## src/rtl/nap_alarm_trigger_if.sv

```systemverilog
// ============================================================================
// Module      : nap_alarm_trigger_if
// Description : Bus bundle between the setting block / clock source and the
//               alarm trigger, with the buzzer-side status outputs.
// Revision    : 1.0 - initial release
// ============================================================================
`default_nettype none

interface nap_alarm_trigger_if;
  logic        en;
  logic        load;
  logic [23:0] target_time;
  logic [23:0] cur_time;
  logic        sec_tick;
  logic        stop;
  logic        snooze;
  logic        alarm;
  logic        armed;
  logic        missed;
  logic [23:0] target_out;
  logic [1:0]  state_out;

  modport master (
    output en, load, target_time, cur_time, sec_tick, stop, snooze,
    input  alarm, armed, missed, target_out, state_out
  );

  modport slave (
    input  en, load, target_time, cur_time, sec_tick, stop, snooze,
    output alarm, armed, missed, target_out, state_out
  );
endinterface

`default_nettype wire

```

## src/rtl/nap_alarm_trigger.sv

```systemverilog
// ============================================================================
// Module      : nap_alarm_trigger
// Description : Latches a BCD wake time, compares it with the running clock on
//               each second tick and rings until stopped or timed out.
//               Optional snooze re-arm is enabled by defining ALARM_SNOOZE_EN.
// Revision    : 1.0 - initial release
// ============================================================================
`default_nettype none

module nap_alarm_trigger #(
  parameter int RING_SEC   = 30,
  parameter int SNOOZE_MIN = 5
) (
  input wire logic          clock,
  input wire logic          reset,
  nap_alarm_trigger_if.slave bus
);

  typedef enum logic [1:0] {
    IDLE    = 2'd0,
    ARMED   = 2'd1,
    RINGING = 2'd2
  } state_t;

  localparam logic [5:0] c_ring_last = 6'(RING_SEC - 1);

  state_t      r_state;
  state_t      w_state_nxt;
  logic [23:0] r_target;
  logic [23:0] w_target_nxt;
  logic [5:0]  r_ring_cnt;
  logic [5:0]  w_ring_cnt_nxt;
  logic        r_missed;
  logic        w_missed_nxt;
  logic        r_alarm;
  logic        r_armed;
  logic [23:0] w_snooze_target;
  logic        w_snooze_req;

`ifdef ALARM_SNOOZE_EN
  function automatic logic [7:0] bcd2bin(input logic [7:0] b);
    return 8'(b[7:4]) * 8'd10 + 8'(b[3:0]);
  endfunction

  function automatic logic [7:0] bin2bcd(input logic [7:0] v);
    logic [3:0] tens;
    logic [3:0] ones;
    tens = 4'(v / 8'd10);
    ones = 4'(v % 8'd10);
    return {tens, ones};
  endfunction

  logic [7:0] w_min_sum;
  logic [7:0] w_hr_sum;

  // Minutes roll at 60 into hours, hours wrap at 24; seconds pass through.
  always_comb begin
    w_min_sum = bcd2bin(bus.cur_time[15:8]) + 8'(SNOOZE_MIN);
    w_hr_sum  = bcd2bin(bus.cur_time[23:16]);
    if (w_min_sum >= 8'd60) begin
      w_min_sum = w_min_sum - 8'd60;
      w_hr_sum  = w_hr_sum + 8'd1;
    end
    if (w_hr_sum >= 8'd24) begin
      w_hr_sum = w_hr_sum - 8'd24;
    end
    w_snooze_target = {bin2bcd(w_hr_sum), bin2bcd(w_min_sum), bus.cur_time[7:0]};
  end

  assign w_snooze_req = bus.snooze;
`else
  logic w_unused_snooze;
  assign w_unused_snooze = bus.snooze;
  assign w_snooze_target = 24'h000000;
  assign w_snooze_req    = 1'b0;
`endif

  always_comb begin
    w_state_nxt    = r_state;
    w_target_nxt   = r_target;
    w_ring_cnt_nxt = r_ring_cnt;
    w_missed_nxt   = r_missed;

    if (bus.load) begin
      w_target_nxt   = bus.target_time;
      w_state_nxt    = ARMED;
      w_missed_nxt   = 1'b0;
      w_ring_cnt_nxt = 6'd0;
    end else begin
      case (r_state)
        IDLE: ;
        ARMED: begin
          if (bus.sec_tick && (bus.cur_time == r_target)) begin
            w_state_nxt    = RINGING;
            w_ring_cnt_nxt = 6'd0;
          end
        end
        RINGING: begin
          if (bus.stop) begin
            w_state_nxt = IDLE;
          end else if (w_snooze_req) begin
            w_state_nxt  = ARMED;
            w_target_nxt = w_snooze_target;
          end else if (bus.sec_tick) begin
            if (r_ring_cnt == c_ring_last) begin
              w_state_nxt  = IDLE;
              w_missed_nxt = 1'b1;
            end else begin
              w_ring_cnt_nxt = r_ring_cnt + 6'd1;
            end
          end
        end
        default: w_state_nxt = IDLE;
      endcase
    end
  end

  // Status flags are registered from the next state so they line up with it.
  always_ff @(posedge clock or posedge reset) begin
    if (reset) begin
      r_state    <= IDLE;
      r_target   <= 24'h000000;
      r_ring_cnt <= 6'd0;
      r_missed   <= 1'b0;
      r_alarm    <= 1'b0;
      r_armed    <= 1'b0;
    end else if (bus.en) begin
      r_state    <= w_state_nxt;
      r_target   <= w_target_nxt;
      r_ring_cnt <= w_ring_cnt_nxt;
      r_missed   <= w_missed_nxt;
      r_alarm    <= (w_state_nxt == RINGING);
      r_armed    <= (w_state_nxt == ARMED);
    end
  end

  assign bus.alarm      = r_alarm;
  assign bus.armed      = r_armed;
  assign bus.missed     = r_missed;
  assign bus.target_out = r_target;
  assign bus.state_out  = r_state;

endmodule

`default_nettype wire
```

## src/flat_wrapper.sv

```systemverilog
// flat-port wrapper written by rule: the top's interface ports become plain ports
module nap_alarm_trigger_flat 
#(
  parameter int RING_SEC   = 30,
  parameter int SNOOZE_MIN = 5
)
  (clock, reset, bus_en, bus_load, bus_target_time, bus_cur_time, bus_sec_tick, bus_stop, bus_snooze, bus_alarm, bus_armed, bus_missed, bus_target_out, bus_state_out);
  nap_alarm_trigger_if bus_i ();
  input wire logic clock;
  input wire logic reset;
  input wire logic [$bits(bus_i.en)-1:0] bus_en;
  input wire logic [$bits(bus_i.load)-1:0] bus_load;
  input wire logic [$bits(bus_i.target_time)-1:0] bus_target_time;
  input wire logic [$bits(bus_i.cur_time)-1:0] bus_cur_time;
  input wire logic [$bits(bus_i.sec_tick)-1:0] bus_sec_tick;
  input wire logic [$bits(bus_i.stop)-1:0] bus_stop;
  input wire logic [$bits(bus_i.snooze)-1:0] bus_snooze;
  output wire logic [$bits(bus_i.alarm)-1:0] bus_alarm;
  output wire logic [$bits(bus_i.armed)-1:0] bus_armed;
  output wire logic [$bits(bus_i.missed)-1:0] bus_missed;
  output wire logic [$bits(bus_i.target_out)-1:0] bus_target_out;
  output wire logic [$bits(bus_i.state_out)-1:0] bus_state_out;
  assign bus_i.en = bus_en;
  assign bus_i.load = bus_load;
  assign bus_i.target_time = bus_target_time;
  assign bus_i.cur_time = bus_cur_time;
  assign bus_i.sec_tick = bus_sec_tick;
  assign bus_i.stop = bus_stop;
  assign bus_i.snooze = bus_snooze;
  assign bus_alarm = bus_i.alarm;
  assign bus_armed = bus_i.armed;
  assign bus_missed = bus_i.missed;
  assign bus_target_out = bus_i.target_out;
  assign bus_state_out = bus_i.state_out;
  nap_alarm_trigger #(.RING_SEC(RING_SEC), .SNOOZE_MIN(SNOOZE_MIN)) u_core (.clock(clock), .reset(reset), .bus(bus_i));
endmodule
```

## config.mk

```make
export PLATFORM = sky130hd
export DESIGN_NAME = nap_alarm_trigger_flat
export DESIGN_NICKNAME = d
export VERILOG_FILES = /design/src/rtl/nap_alarm_trigger_if.sv /design/src/rtl/nap_alarm_trigger.sv /design/src/flat_wrapper.sv
export SDC_FILE = /design/constraint.sdc
export NUM_CORES = 1
export LEC_CHECK = 0
export ABC_AREA = 1
export CAP_MARGIN = 20
export CORE_UTILIZATION = 30
export DETAILED_ROUTE_END_ITERATION = 10
export PLACE_DENSITY_LB_ADDON = 0.15
export REMOVE_ABC_BUFFERS = 1
export SLEW_MARGIN = 20
export SYNTH_ARGS = -nofsm -noshare
export SYNTH_HDL_FRONTEND = slang
export SYNTH_SLANG_ARGS = --single-unit
```

## constraint.sdc

```tcl
create_clock -name clock -period 1.3 [get_ports clock]
set_input_delay 0.195 -clock clock [delete_from_list [all_inputs] [get_ports clock]]
set_output_delay 0.195 -clock clock [all_outputs]
set_load 0.01 [all_outputs]
```

Word-level counts from Yosys, hierarchy flattened
Cells that the tools add are included.
{"block": "totals", "register_bits": 35, "in_bits": 55, "word_cells": 44}
{"block": "op_classes", "add_sub_neg": 1, "eq_ne": 11, "mux": 17, "n_reduce_logical": 9}
{"operator": "6-bit two-way mux", "count": 5}
{"operator": "24-bit == test", "count": 1}
{"operator": "6-bit case mux with 2 select lines", "count": 1}
{"operator": "2-bit two-way mux", "count": 5}
{"operator": "3-bit inequality test, second input constant", "count": 3}
{"operator": "6-bit by 1-bit adder with 6-bit output, second input constant", "count": 1}
{"operator": "6-bit by 5-bit == test with 1-bit output, second input constant", "count": 1}
{"operator": "2-bit case mux with 3 select lines", "count": 1}
{"operator": "6-bit AND reduction", "count": 1}
{"operator": "2-bit nonzero test", "count": 3}
{"operator": "1-bit two-way mux", "count": 5}
{"operator": "5-bit AND reduction", "count": 1}
{"operator": "2-bit by 1-bit == test with 1-bit output, second input constant", "count": 2}
{"operator": "2-bit == test, second input constant", "count": 2}
{"operator": "3-bit by 2-bit inequality test with 1-bit output, second input constant", "count": 1}
{"operator": "3-bit nonzero test", "count": 1}
{"operator": "2-bit logical NOT", "count": 1}
{"operator": "2-bit inequality test, second input constant", "count": 1}
{"operator": "2-bit AND reduction", "count": 1}
{"operator": "1-bit logical AND", "count": 1}

Depth between registers and ports, before layout
Gate-level depths: netlist of run 1.
{"block": "logic_depth", "depth_word": 7, "ltp_mapped": 13, "depth_no_buf": 13}

Least setup slack after synthesis of run 1
OpenSTA, ideal clock, no wires.
{"block": "synth_timing", "kind": "reg2reg", "from": "register u_core.r_target[16] (netlist: u_core.bus.target_out[16])", "to": "register u_core.r_ring_cnt[0]", "setup_time_ns": 0.117, "t_arrival_ns": 1.205, "required_time_ns": 1.183, "slack_ns": -0.021, "stages_incl_launch_ff": 10, "synth_period_minus_slack_ns": 1.321, "cell_sequence": "dfrtp_1 > xor2_1 > nor2_1 > nand2_1 > nor2_2 > nand2_4 > nand2_8 > nand2_4 > nand2_1 > nand2_1"}
{"block": "synth_via", "elab_chain_cells": 4}
{"item": "start: declaration", "line": "nap_alarm_trigger.sv:29", "source": "logic [23:0] r_target;"}
{"item": "start signal: assignment", "line": "nap_alarm_trigger.sv:129", "source": "r_target <= w_target_nxt;"}
{"item": "24-bit == test", "line": "nap_alarm_trigger.sv:93", "source": "if (bus.sec_tick && (bus.cur_time == r_target)) begin"}
{"item": "1-bit logical AND", "line": "nap_alarm_trigger.sv:93"}
{"item": "3-bit by 2-bit inequality test with 1-bit output (no source line)"}
{"item": "6-bit AND reduction (no source line)"}
{"item": "end signal: assignment", "line": "nap_alarm_trigger.sv:130", "source": "r_ring_cnt <= w_ring_cnt_nxt;"}
{"item": "end: declaration", "line": "nap_alarm_trigger.sv:31", "source": "logic [5:0] r_ring_cnt;"}
No other way between the ends.
A chain may end at the register's enable or synchronous reset.

Worst setup path in the final report of run 1
{"block": "layout_timing", "from": "input port bus_en", "to": "register u_core.r_ring_cnt[5]"}
{"block": "layout_via", "elab_chain_cells": 1}
{"item": "start: declaration", "line": "flat_wrapper.sv:11", "source": "input wire logic [$bits(bus_i.en)-1:0] bus_en;"}
{"item": "6-bit AND reduction (no source line)"}
No other way between the ends.

==> metrics.md, run 1 <==
| Metric | Value |
|---|---|
| Area delta synth->final | 69.3% |
| Post-synthesis cell count | approximately 300 |
| Critical-path maximum fanout | 7 |
| Final number of setup-violating endpoints | 10 |
| Min-Delay Path Class | in2async |
| Initial Util | a little under a third |
| I/O Pins | 84 |
| Hold_buf cts | 0 |
| Compound-Gate Fraction of Synth Area | under 10% |
| Total global-route track usage | about 17% |
| Final period util | 113% |
| Max Freq | just under 700 MHz |
| GR Layer Usage met1 | about 22% |
| Cell-internal power | between 0.002 and 0.0025 W |
| Antenna violations before repair | 0 |
| Die Area | 7290 um2 |
| Simple-gate area share of the yosys netlist | 35.4% |
| CTS tree | built |
| Via/cell ratio | approximately 4.3 |
| Clk slew on worst S/H paths | roughly 0.080 ns |
| Register share of total power | 38.5% |
| Most common cell after layout, fill and taps aside | nand2_1 |
| Max IR drop VDD | slightly above 0.5 mV |
| Hold Fails Final Rpt | 0 |
| Grt total ovfl | 0 |
| Sw Ratio | between 20% and 30% |
| Failing checks | negative setup slack |
| Combinational share of power | about 30% |
| Die Height | between 80 and 90 um |
| Synth Register Bits | 35 |
| Mean Syn Cell Area | approximately 7.1 um2 |
| GRT busiest layer | met2 |
| Synth Area in Adders | around 1.2% |
| CTS Sinks | 35 |
| Max-slew violations | 0 |
| Total Power | roughly 0.0033 W |
| Layout cells sized above 1 | ~24% |
| P_sw | around 0.00094 W |
| Critical Path AT | 1.64 ns |
| Crit end category | register |
| Post-route ant nets | 0 |
| Crit path launch type | input pin |
| Vias in the first global route | ~2100 |
| Maxcap violations | 0 |
| Main combinational cell family by area after synthesis | simple AND/OR/NAND/NOR gates |
| Post-synthesis mux area share | 0% |
| Post-DP HPWL | ~4400 um |
| Post-synth cell types | 29 |
| Drt drc | 0 |
| Post-route setup slack | -0.168 ns |
| Power Density | around 940 nW/um2 |
| YS warnings | 0 |
| Required time worst endpoint | between 1 and 1.5 ns |
| H-tree Lvls | 2 |
| Core Region | a little under 7000 um2 |
| Most frequent cells in the layout | 116 x nand2_1, 51 x clkdlybuf4s50_1, 51 x buf_4 |
| Skew-Pair Late Insertion Delay | between 0.2 and 0.3 ns |
| Synthesized area | around 2100 um2 |
| First-pass GRT wire length | 9650 um |
| Largest net degree at the start of global routing | 36 |
| Met3 GRT Util | approximately 3.7% |
| Status | finished, violations left |
| Rows | 30 |
| Clock buffer depth | 2 |
| Measured slew at the worst slew-check pin | about 0.34 ns |
| Total Wirelength | around 5800 um |
| Root buffer cell | clkbuf_8 |
| Die outline width | between 80 and 90 um |
| Worst Clk Skew | between 0.004 and 0.005 ns |
| Slew margin rel. | between 70% and 80% |
| Placer congestion estimate | just under 0.8 |
| Final-stage net count | around 490 |
| Placed inst area | around 3400 um2 |
| Sequential-to-total area share from yosys stat | 42.0% |
| Clock power share | 31.5% |
| Crit path time final | 1.47 ns |
| RSZ-0062 raised after global routing | true |
| Vias | about 2200 |
| Critical Setup Path Class | in2reg |
| Drt pass-1 iters | 4 |
| Cts bufs inserted | 5 |
| Design area | between 3000 and 4000 um2 |
| DR WL/cell | ~11 um |
| DRT iter0 DRCs | 50 |
| Port Buffers | 82 |
| Grt met2 use | between 20 and 30% |
| Post-Synth XOR/XNOR Area | approximately 3.8% |
| Leak pwr | 1.86 nW |
| Ant. Diodes | 0 |
## worst paths after layout
| kind | cells past startpoint | slack, ns | end | startpoint |
|---|---|---|---|---|
| max reg2reg | 12 | -0.15 | u_core.r_ring_cnt[5]$_DFFE_PP0P_ | u_core.bus.target_out[20]$_DFFE_PP0P_ |
| min reg2reg | 2 | 0.49 | u_core.bus.alarm$_DFFE_PP0P_ | u_core.bus.alarm$_DFFE_PP0P_ |
| max | 8 | -0.17 | u_core.r_ring_cnt[5]$_DFFE_PP0P_ | bus_en |
| min | 3 | 0.25 | u_core.bus.target_out[23]$_DFFE_PP0P_ | reset |
| min in group clock | 3 | 0.45 | u_core.bus.target_out[14]$_DFFE_PP0P_ | bus_target_time[14] |
| max in group asynchronous | 3 | 0.85 | u_core.bus.state_out[0]$_DFFE_PP0P_ | reset |
## registers in the layout, summed over array words and instances (netlist names)
name,cells
u_core.bus.target_out,24
u_core.r_ring_cnt,6
u_core.bus.state_out,2
u_core.bus.alarm,1
u_core.bus.armed,1
u_core.bus.missed,1
## power by group through the flow
stage	Clock, W	Sequential, W	Combinational, W
2_1_floorplan	0	0.00134	0.000323
3_3_place_gp	0	0.00129	0.00101
3_5_place_dp	0	0.00129	0.00102
4_1_cts	0.00107	0.00127	0.000989
5_1_grt	0.00111	0.00129	0.00110
6_report	0.00104	0.00127	0.000994
## cells by family (layout without fill, tap and decap cells)
family / after synthesis / in the layout
buffers and inverters: 55 / 192
xor gates and xnor gates: 9 / 9
DFF: 35 / 35
adders and majority gates: 2 / 2
AOI/OAI and AO/OA: 23 / 23
and+or+nand+nor: 169 / 169
## metrics by stage
step	TNS (ns)	cells	worst slack (ns)	util, %	hold WS (ns)
finish	-1.24	510	-0.168	52.2	0.247
global route	-2.64	510	-0.284	52.2	0.275
CTS	-1.31	509	-0.161	51.8	0.259
detailed placement	-11.04	497	-0.502	49.6	0.475
global placement	-10.12	497	-0.457	49.6	0.468
floorplan	-0.121	288	-0.0213	-	0.305
## critical path, stage by stage
cell and delay, ns:
clkdlybuf4s50_1 0.54, inv_1 0.12, o21ai_0 0.27, a21oi_2 0.10
nor2_8 0.20, nand2_8 0.09, nand2_2 0.07, nand2_1 0.06
## cell usage after synthesis
master	instances	area share [%]
o21ai_0	12	2.9
nor2_8	1	0.96
a21oi_2	2	0.84
nand4_1	1	0.30
o211ai_1	1	0.36
ha_1	2	1.2
nor2_2	3	0.90
inv_1	41	7.4
o21ai_1	5	1.2
nor2_1	19	3.4
buf_4	3	1.1
nor4_1	2	0.60
nand2_8	1	0.96
a31oi_1	1	0.30
xor2_1	7	2.9
buf_2	1	0.24
dfrtp_1	35	42
nor3_1	1	0.24
nor3_2	1	0.48
nand2_4	2	1.1
nand2_1	123	22
clkbuf_1	1	0.18
inv_2	8	1.4
nand3_1	12	2.9
nand2_2	1	0.30
a21oi_4	2	1.6
xnor2_1	2	0.84
clkinv_1	1	0.18
nor2_4	2	1.1
## routing by layer
| layer | wire (um) | vias to the layer above |
|---|---|---|
| li1 | - | 1154 |
| met1 | 2720 | 960 |
| met2 | 2760 | 54 |
| met3 | 295 | 4 |
| met4 | 48 | 0 |
| met5 | 0 | - |
## cell type report
type / count / area [um2]
fill: 686 / 3230
timing repair buffer: 134 / 1210
multi-input combinational: 203 / 1030
sequential: 35 / 877
inverter: 50 / 191
tap: 80 / 100
clock buffer: 6 / 82.6
clock inverter: 2 / 35.0
## repair_timing
action / CTS / global route
pin swaps: 7 / 2
cloned: 0 / 0
setup endpoints to repair: 40 / 30
endpoints found under the hold margin: 0 / 0
gates resized for setup: 52 / 26
buffers inserted: 4 / 1
Power figures use the tool's default switching activity.
==> run 2, diff against run 1 <==
==> constraint.sdc (replaced) <==
create_clock -name clock -period 1.3 [get_ports clock]
set_input_delay 0.39 -clock clock [delete_from_list [all_inputs] [get_ports clock]]
set_output_delay 0.39 -clock clock [all_outputs]
set_load 0.01 [all_outputs]
==> metrics.md, run 2 (same netlist as run 1, synthesis figures left out) <==
| Metric | Value |
|---|---|
| Status | finished, violations left (unchanged) |
| Failing checks | negative setup slack (unchanged) |
| Crit end category | register (unchanged) |
| Slew margin rel. | 77.7% (was 77.0%) |
| CP max stage cell | dfrtp_1 (was clkdlybuf4s50_1) |
| Clock buffer depth | 2 (unchanged) |
| Post-route ant nets | 0 (unchanged) |
| Post-Layout Cell Count | 501 (was 510) |
| Critical Setup Path Class | reg2reg (was in2reg) |
| Post-Place Cells | 482 (was 497) |
| Min-Delay Path Class | in2async (unchanged) |
| Clk slew on worst S/H paths | 0.07 ns (was 0.08 ns) |
| Critical-path maximum fanout | 7 (unchanged) |
| Leak pwr | 1.85 nW (was 1.86 nW) |
| Via/cell ratio | 4.29 (was 4.26) |
| Max Freq | 660 MHz (was 681 MHz) |
| Skew-Pair Late Insertion Delay | 0.28 ns (was 0.29 ns) |
| Drt pass-1 iters | 4 (unchanged) |
| Critical path's top delay family | simple AND/OR/NAND/NOR gates (was buffers and inverters) |
| Post-route setup slack | -0.215 ns (was -0.168 ns) |
| Initial Util | 30.9% (unchanged) |
| Ant. Diodes | 0 (unchanged) |
| Measured slew at the worst slew-check pin | 0.333 ns (was 0.344 ns) |
| Final Core Density | 49.6% (was 52.2%) |
| Max-slew violations | 0 (unchanged) |
| Drt drc | 0 (unchanged) |
| Post-DP HPWL | 4250 um (was 4390 um) |
| Core Region | 6760 um2 (unchanged) |
| Flop2flop setup slack | -0.22 ns (was -0.15 ns) |
| Worst Clk Skew | 0.00573 ns (was 0.00499 ns) |
| Largest net degree at the start of global routing | 36 (unchanged) |
| Total global-route track usage | 17.0% (was 16.8%) |
| RSZ-0062 raised after global routing | true (unchanged) |
| First-pass GRT wire length | 9800 um (was 9650 um) |
| Antenna violations before repair | 0 (unchanged) |
| Maxcap violations | 0 (unchanged) |
| Most common cell after layout, fill and taps aside | nand2_1 (unchanged) |
| CP bufs+invs | 1 (was 2) |
| DR WL/cell | 11.4 um (about the same) |
| Area delta synth->final | 60.9% (was 69.3%) |
| Slowest stage delay, CP | 0.40 ns (was 0.54 ns) |
| Port Buffers | 82 (unchanged) |
| Most frequent cells in the layout | 117 x nand2_1, 39 x inv_1, 34 x buf_4, 34 x dfrtp_1, 28 x clkdlybuf4s50_1 (was 116 x nand2_1, 51 x clkdlybuf4s50_1, 51 x buf_4) |
| Max FFs per register | 24 (unchanged) |
| Vias in the first global route | 2082 (was 2098) |
| R2R cell count | 10 (was 12) |
| CTS tree | built (unchanged) |
| Max IR drop VDD | 0.491 mV (was 0.510 mV) |
| Final number of setup-violating endpoints | 12 (was 10) |
| Die outline width | 85.4 um (unchanged) |
| Hold_buf cts | 0 (unchanged) |
| Cts bufs inserted | 5 (unchanged) |
| Placer congestion estimate | 0.784 (was 0.788) |
| Final-stage net count | 477 (was 486) |
| CTS Sinks | 35 (unchanged) |
| DRT iter0 DRCs | 77 (was 50) |
| Crit path time final | 1.52 ns (was 1.47 ns) |
| Hold Fails Final Rpt | 0 (unchanged) |
| H-tree Lvls | 2 (unchanged) |
| Rows | 30 (unchanged) |
| Most used cell, CP | nand2_8 |
| Critical-path cell list | buf_4 -> xor2_1 -> nor2_1 -> nand3_1 -> nor2_4 -> nand2_4 -> nand2_8 -> nand2_8 -> nand2_2 -> nand2_1 (was clkdlybuf4s50_1 -> inv_1 -> o21ai_0 -> a21oi_2 -> nor2_8 -> nand2_8 -> nand2_2 -> nand2_1) |
| Crit path launch type | register (was input pin) |
| Fillers | 712 (was 686) |
| Grt total ovfl | 0 (unchanged) |
| Die Height | 85.4 um (unchanged) |
| I/O Pins | 84 (unchanged) |
| Critical Path AT | 1.68 ns (was 1.64 ns) |
| Power Density | 883 nW/um2 (was 936 nW/um2) |
| Die Area | 7290 um2 (unchanged) |
| Total Wirelength | 5730 um (was 5820 um) |
| Critical R2R Capture | u_core.r_ring_cnt[1]$_DFFE_PP0P_ (was u_core.r_ring_cnt[5]$_DFFE_PP0P_) |
| Final period util | 117% (was 113%) |
| Root buffer cell | clkbuf_8 (unchanged) |
| Vias | 2147 (was 2172) |
| Worst r2r src | u_core.bus.target_out[2]$_DFFE_PP0P_ (was u_core.bus.target_out[20]$_DFFE_PP0P_) |
| Layout cells sized above 1 | 26.8% (was 24.2%) |
| Required time worst endpoint | 1.47 ns (was 1.48 ns) |
## run 2: changes by cell type in the layout (fill, tap and decap cells not counted), sizes merged, moves of 14 or more
cell / delta
buf: +14
clkdlybuf4s15: -15
clkdlybuf4s50: -23
dlygate4sd2: +15
## run 2: layout make-up
cell class / count / area [um2] / area share, %
timing repair buffer: 125 / 1070 / 32.0
multi-input combinational: 203 / 1040 / 30.9
sequential: 35 / 877 / 26.1
inverter: 50 / 188 / 5.59
tap: 80 / 100 / 2.98
clock buffer: 7 / 76.3 / 2.28
clock inverter: 1 / 5.00 / 0.149
## run 2: how the worst max path moves through the flow
stage                                          start                              endpoint  slack, ns  cells past startpoint
5_1_grt        u_core.bus.target_out[23]$_DFFE_PP0P_      u_core.r_ring_cnt[1]$_DFFE_PP0P_      -0.32                     11
3_5_place_dp                         bus_cur_time[7]      u_core.r_ring_cnt[1]$_DFFE_PP0P_      -0.73                     12
4_1_cts         u_core.bus.target_out[6]$_DFFE_PP0P_      u_core.r_ring_cnt[1]$_DFFE_PP0P_      -0.23                     11
3_3_place_gp                         bus_cur_time[7]      u_core.r_ring_cnt[1]$_DFFE_PP0P_      -0.64                     12
6_report        u_core.bus.target_out[2]$_DFFE_PP0P_      u_core.r_ring_cnt[1]$_DFFE_PP0P_      -0.22                     10
2_1_floorplan                               bus_load  u_core.bus.target_out[0]$_DFFE_PP0P_      -0.14                      3
## run 2: where the power goes
part	internal [W]	switching [W]
logic	0.000497	0.000434
registers	0.00119	0.0000831
clock network	0.000376	0.000382
## run 2: metrics by stage
step / setup WS, ns / hold WS, ns / total power [W] / cell area (um2) / setup TNS (ns)
floorplan: -0.141 / 0.463 / 0.00166 / 2050 / -2.84
CTS: -0.233 / 0.457 / 0.00301 / 3350 / -2.04
detailed placement: -0.726 / 0.482 / 0.00222 / 3240 / -18.24
global route: -0.319 / 0.497 / 0.00317 / 3350 / -3.16
finish: -0.215 / 0.459 / 0.00296 / 3350 / -1.84
global placement: -0.638 / 0.473 / 0.00222 / 3240 / -17.02
## run 2: layer usage
| metal | global-route usage, % | part of all wire (%) | vias to the layer above |
|---|---|---|---|
| li1 | - | - | 1131 |
| met1 | 23.1 | 49 | 965 |
| met2 | 27.4 | 46 | 49 |
| met3 | 3.89 | 4.0 | 2 |
| met4 | 4.09 | 0.54 | 0 |
| met5 | 0 | 0 | - |
## run 2: timing repair
item | 4_1_cts | 5_1_grt
hold endpoints to repair | 0 | 0
gates resized for setup | 154 | 12
cloned | 1 | 0
endpoints found under the setup margin | 64 | 20
buffers inserted | 11 | 1
pin swaps | 25 | 8
## run 2: worst register-to-register path, cell delays in order, from the launching register on
cell	delay, ns
dfrtp_1	0.40
buf_4	0.15
xor2_1	0.15
nor2_1	0.08
nand3_1	0.13
nor2_4	0.14
nand2_4	0.08
nand2_8	0.10
nand2_8	0.07
nand2_2	0.07
nand2_1	0.05
==> run 3, diff against run 2 <==
SETUP_SLACK_MARGIN = 0.2   (was not set)
==> metrics.md, run 3 (same netlist as run 1, synthesis figures left out) <==
| Metric | Value |
|---|---|
| Final-stage net count | 484 (was 477) |
| Maxcap violations | 0 (unchanged) |
| Total Wirelength | 5930 um (was 5730 um) |
| Placer congestion estimate | 0.784 (unchanged) |
| CTS Sinks | 35 (unchanged) |
| Worst hold slack | 0.458 ns (was 0.459 ns) |
| Max-slew violations | 0 (unchanged) |
| Slew margin rel. | 77.7% (about the same) |
| Crit path launch type | register (unchanged) |
| Critical Setup Path Class | reg2reg (unchanged) |
| H-tree Lvls | 2 (unchanged) |
| Area of the multi-input gates | 1090 um2 (was 1040 um2) |
| Leak pwr | 1.90 nW (was 1.85 nW) |
| First-pass GRT wire length | 10000 um (was 9800 um) |
| Grt total ovfl | 0 (unchanged) |
| Vias | 2173 (was 2147) |
| Drt drc | 0 (unchanged) |
| Crit end category | register (unchanged) |
| RSZ-0062 raised after global routing | true (unchanged) |
| Final number of setup-violating endpoints | 15 (was 12) |
| Post-route ant nets | 0 (unchanged) |
| Total global-route track usage | 17.4% (was 17.0%) |
| DR WL/cell | 11.7 um (was 11.4 um) |
| Area delta synth->final | 68.7% (was 60.9%) |
| Hold Fails Final Rpt | 0 (unchanged) |
| Failing checks | negative setup slack (unchanged) |
| Max FFs per register | 24 (unchanged) |
| Initial Util | 30.9% (unchanged) |
| Largest net degree at the start of global routing | 36 (unchanged) |
| Critical-path maximum fanout | 7 (unchanged) |
| Max Freq | 660 MHz (about the same) |
| Cts bufs inserted | 5 (unchanged) |
| Most common cell after layout, fill and taps aside | nand2_1 (unchanged) |
| CTS tree | built (unchanged) |
| Measured slew at the worst slew-check pin | 0.333 ns (about the same) |
| Most frequent cells in the layout | 116 x nand2_1, 36 x buf_4, 35 x inv_1 (was 117 x nand2_1, 39 x inv_1, 34 x buf_4, 34 x dfrtp_1, 28 x clkdlybuf4s50_1) |
| Flop2flop setup slack | -0.21 ns (was -0.22 ns) |
| Min-Delay Path Class | in2async (unchanged) |
| DRT iter0 DRCs | 72 (was 77) |
| Rows | 30 (unchanged) |
| Antenna violations before repair | 0 (unchanged) |
| Clock buffer depth | 2 (unchanged) |
| Post-route setup slack | -0.214 ns (was -0.215 ns) |
| Via/cell ratio | 4.28 (was 4.29) |
| I/O Pins | 84 (unchanged) |
| Fillers | 686 (was 712) |
| Status | finished, violations left (unchanged) |
| Power Density | 863 nW/um2 (was 883 nW/um2) |
| Port Buffers | 82 (unchanged) |
| Drt pass-1 iters | 4 (unchanged) |
| Post-DP HPWL | 4250 um (unchanged) |
| Critical Path AT | 1.68 ns (about the same) |
| Post-Place Cells | 482 (unchanged) |
| Layout cells sized above 1 | 31.1% (was 26.8%) |
| Die Height | 85.4 um (unchanged) |
| Vias in the first global route | 2138 (was 2082) |
| Die outline width | 85.4 um (unchanged) |
| Required time worst endpoint | 1.47 ns (about the same) |
| Clk slew on worst S/H paths | 0.07 ns (about the same) |
| Sequential cell area | 877 um2 (unchanged) |
| Ant. Diodes | 0 (unchanged) |
| Worst Clk Skew | 0.00510 ns (was 0.00573 ns) |
| Max IR drop VDD | 0.501 mV (was 0.491 mV) |
| Crit path time final | 1.51 ns (was 1.52 ns) |
| Skew-Pair Late Insertion Delay | 0.28 ns (about the same) |
| Root buffer cell | clkbuf_8 (unchanged) |
| Core Region | 6760 um2 (unchanged) |
| Final period util | 116% (was 117%) |
| Post-Layout Cell Count | 508 (was 501) |
| Die Area | 7290 um2 (unchanged) |
[run 3: where the power goes]
part	internal (W)	switching, W	leakage, nW
logic	0.000544	0.000448	1.41
clock network	0.000376	0.000387	0.0422
registers	0.00119	0.0000891	0.444
total	0.00211	0.000924	1.90
[run 3: worst max-delay path, cell delays in order (launching register included)]
cell     delay, ns
dfrtp_1       0.40
buf_6         0.13
xnor2_2       0.11
nand2_1       0.08
nor2_1        0.09
nand2_1       0.09
nor2_4        0.13
nand2_4       0.09
nand2_8       0.09
nand2_8       0.07
nand2_2       0.07
nand2_1       0.05
[run 3: timing repair]
action / CTS / global route
gates resized for setup: 185 / 16
cloned: 1 / 0
endpoints found under the setup margin: 64 / 52
setup buffers: 14 / 3
hold buffers: 0 / 0
pin swaps: 30 / 13
[run 3: final timing paths]
check,start,end,cells after the start
max,u_core.bus.target_out[6]$_DFFE_PP0P_,u_core.r_ring_cnt[1]$_DFFE_PP0P_,11
min,reset,u_core.bus.target_out[23]$_DFFE_PP0P_,3
max reg2reg,u_core.bus.target_out[6]$_DFFE_PP0P_,u_core.r_ring_cnt[1]$_DFFE_PP0P_,11
min reg2reg,u_core.bus.alarm$_DFFE_PP0P_,u_core.bus.alarm$_DFFE_PP0P_,2
max in group asynchronous,reset,u_core.bus.state_out[0]$_DFFE_PP0P_,3
min in group clock,u_core.bus.alarm$_DFFE_PP0P_,u_core.bus.alarm$_DFFE_PP0P_,2
[run 3: final cells by class]
| class | count | area share (%) |
|---|---|---|
| Clock inverter | 1 | 0.142 |
| Tap cell | 80 | 2.85 |
| Inverter | 50 | 5.41 |
| Multi-Input combinational cell | 203 | 31.0 |
| Clock buffer | 7 | 2.17 |
| Timing Repair Buffer | 132 | 33.5 |
| Sequential cell | 35 | 24.9 |
[run 3: per-layer routing]
metal / wire length, um / track usage, % / up-vias
li1: - / - / 1146
met5: 0 / 0 / -
met2: 2810 / 28.2 / 51
met4: 35 / 4.24 / 0
met1: 2860 / 23.6 / 974
met3: 229 / 3.89 / 2
[run 3: through the flow]
step                worst slack [ns]  util [%]  instance area [um2]  TNS, ns  power (W)
global route                  -0.314      52.0                 3520    -3.38    0.00324
CTS                           -0.233      50.9                 3440    -2.16    0.00305
detailed placement            -0.726      47.9                 3240   -18.24    0.00222
global placement              -0.638      47.9                 3240   -17.02    0.00222
finish                        -0.214      52.0                 3520    -2.05    0.00304
floorplan                     -0.141         -                 2050    -2.84    0.00166
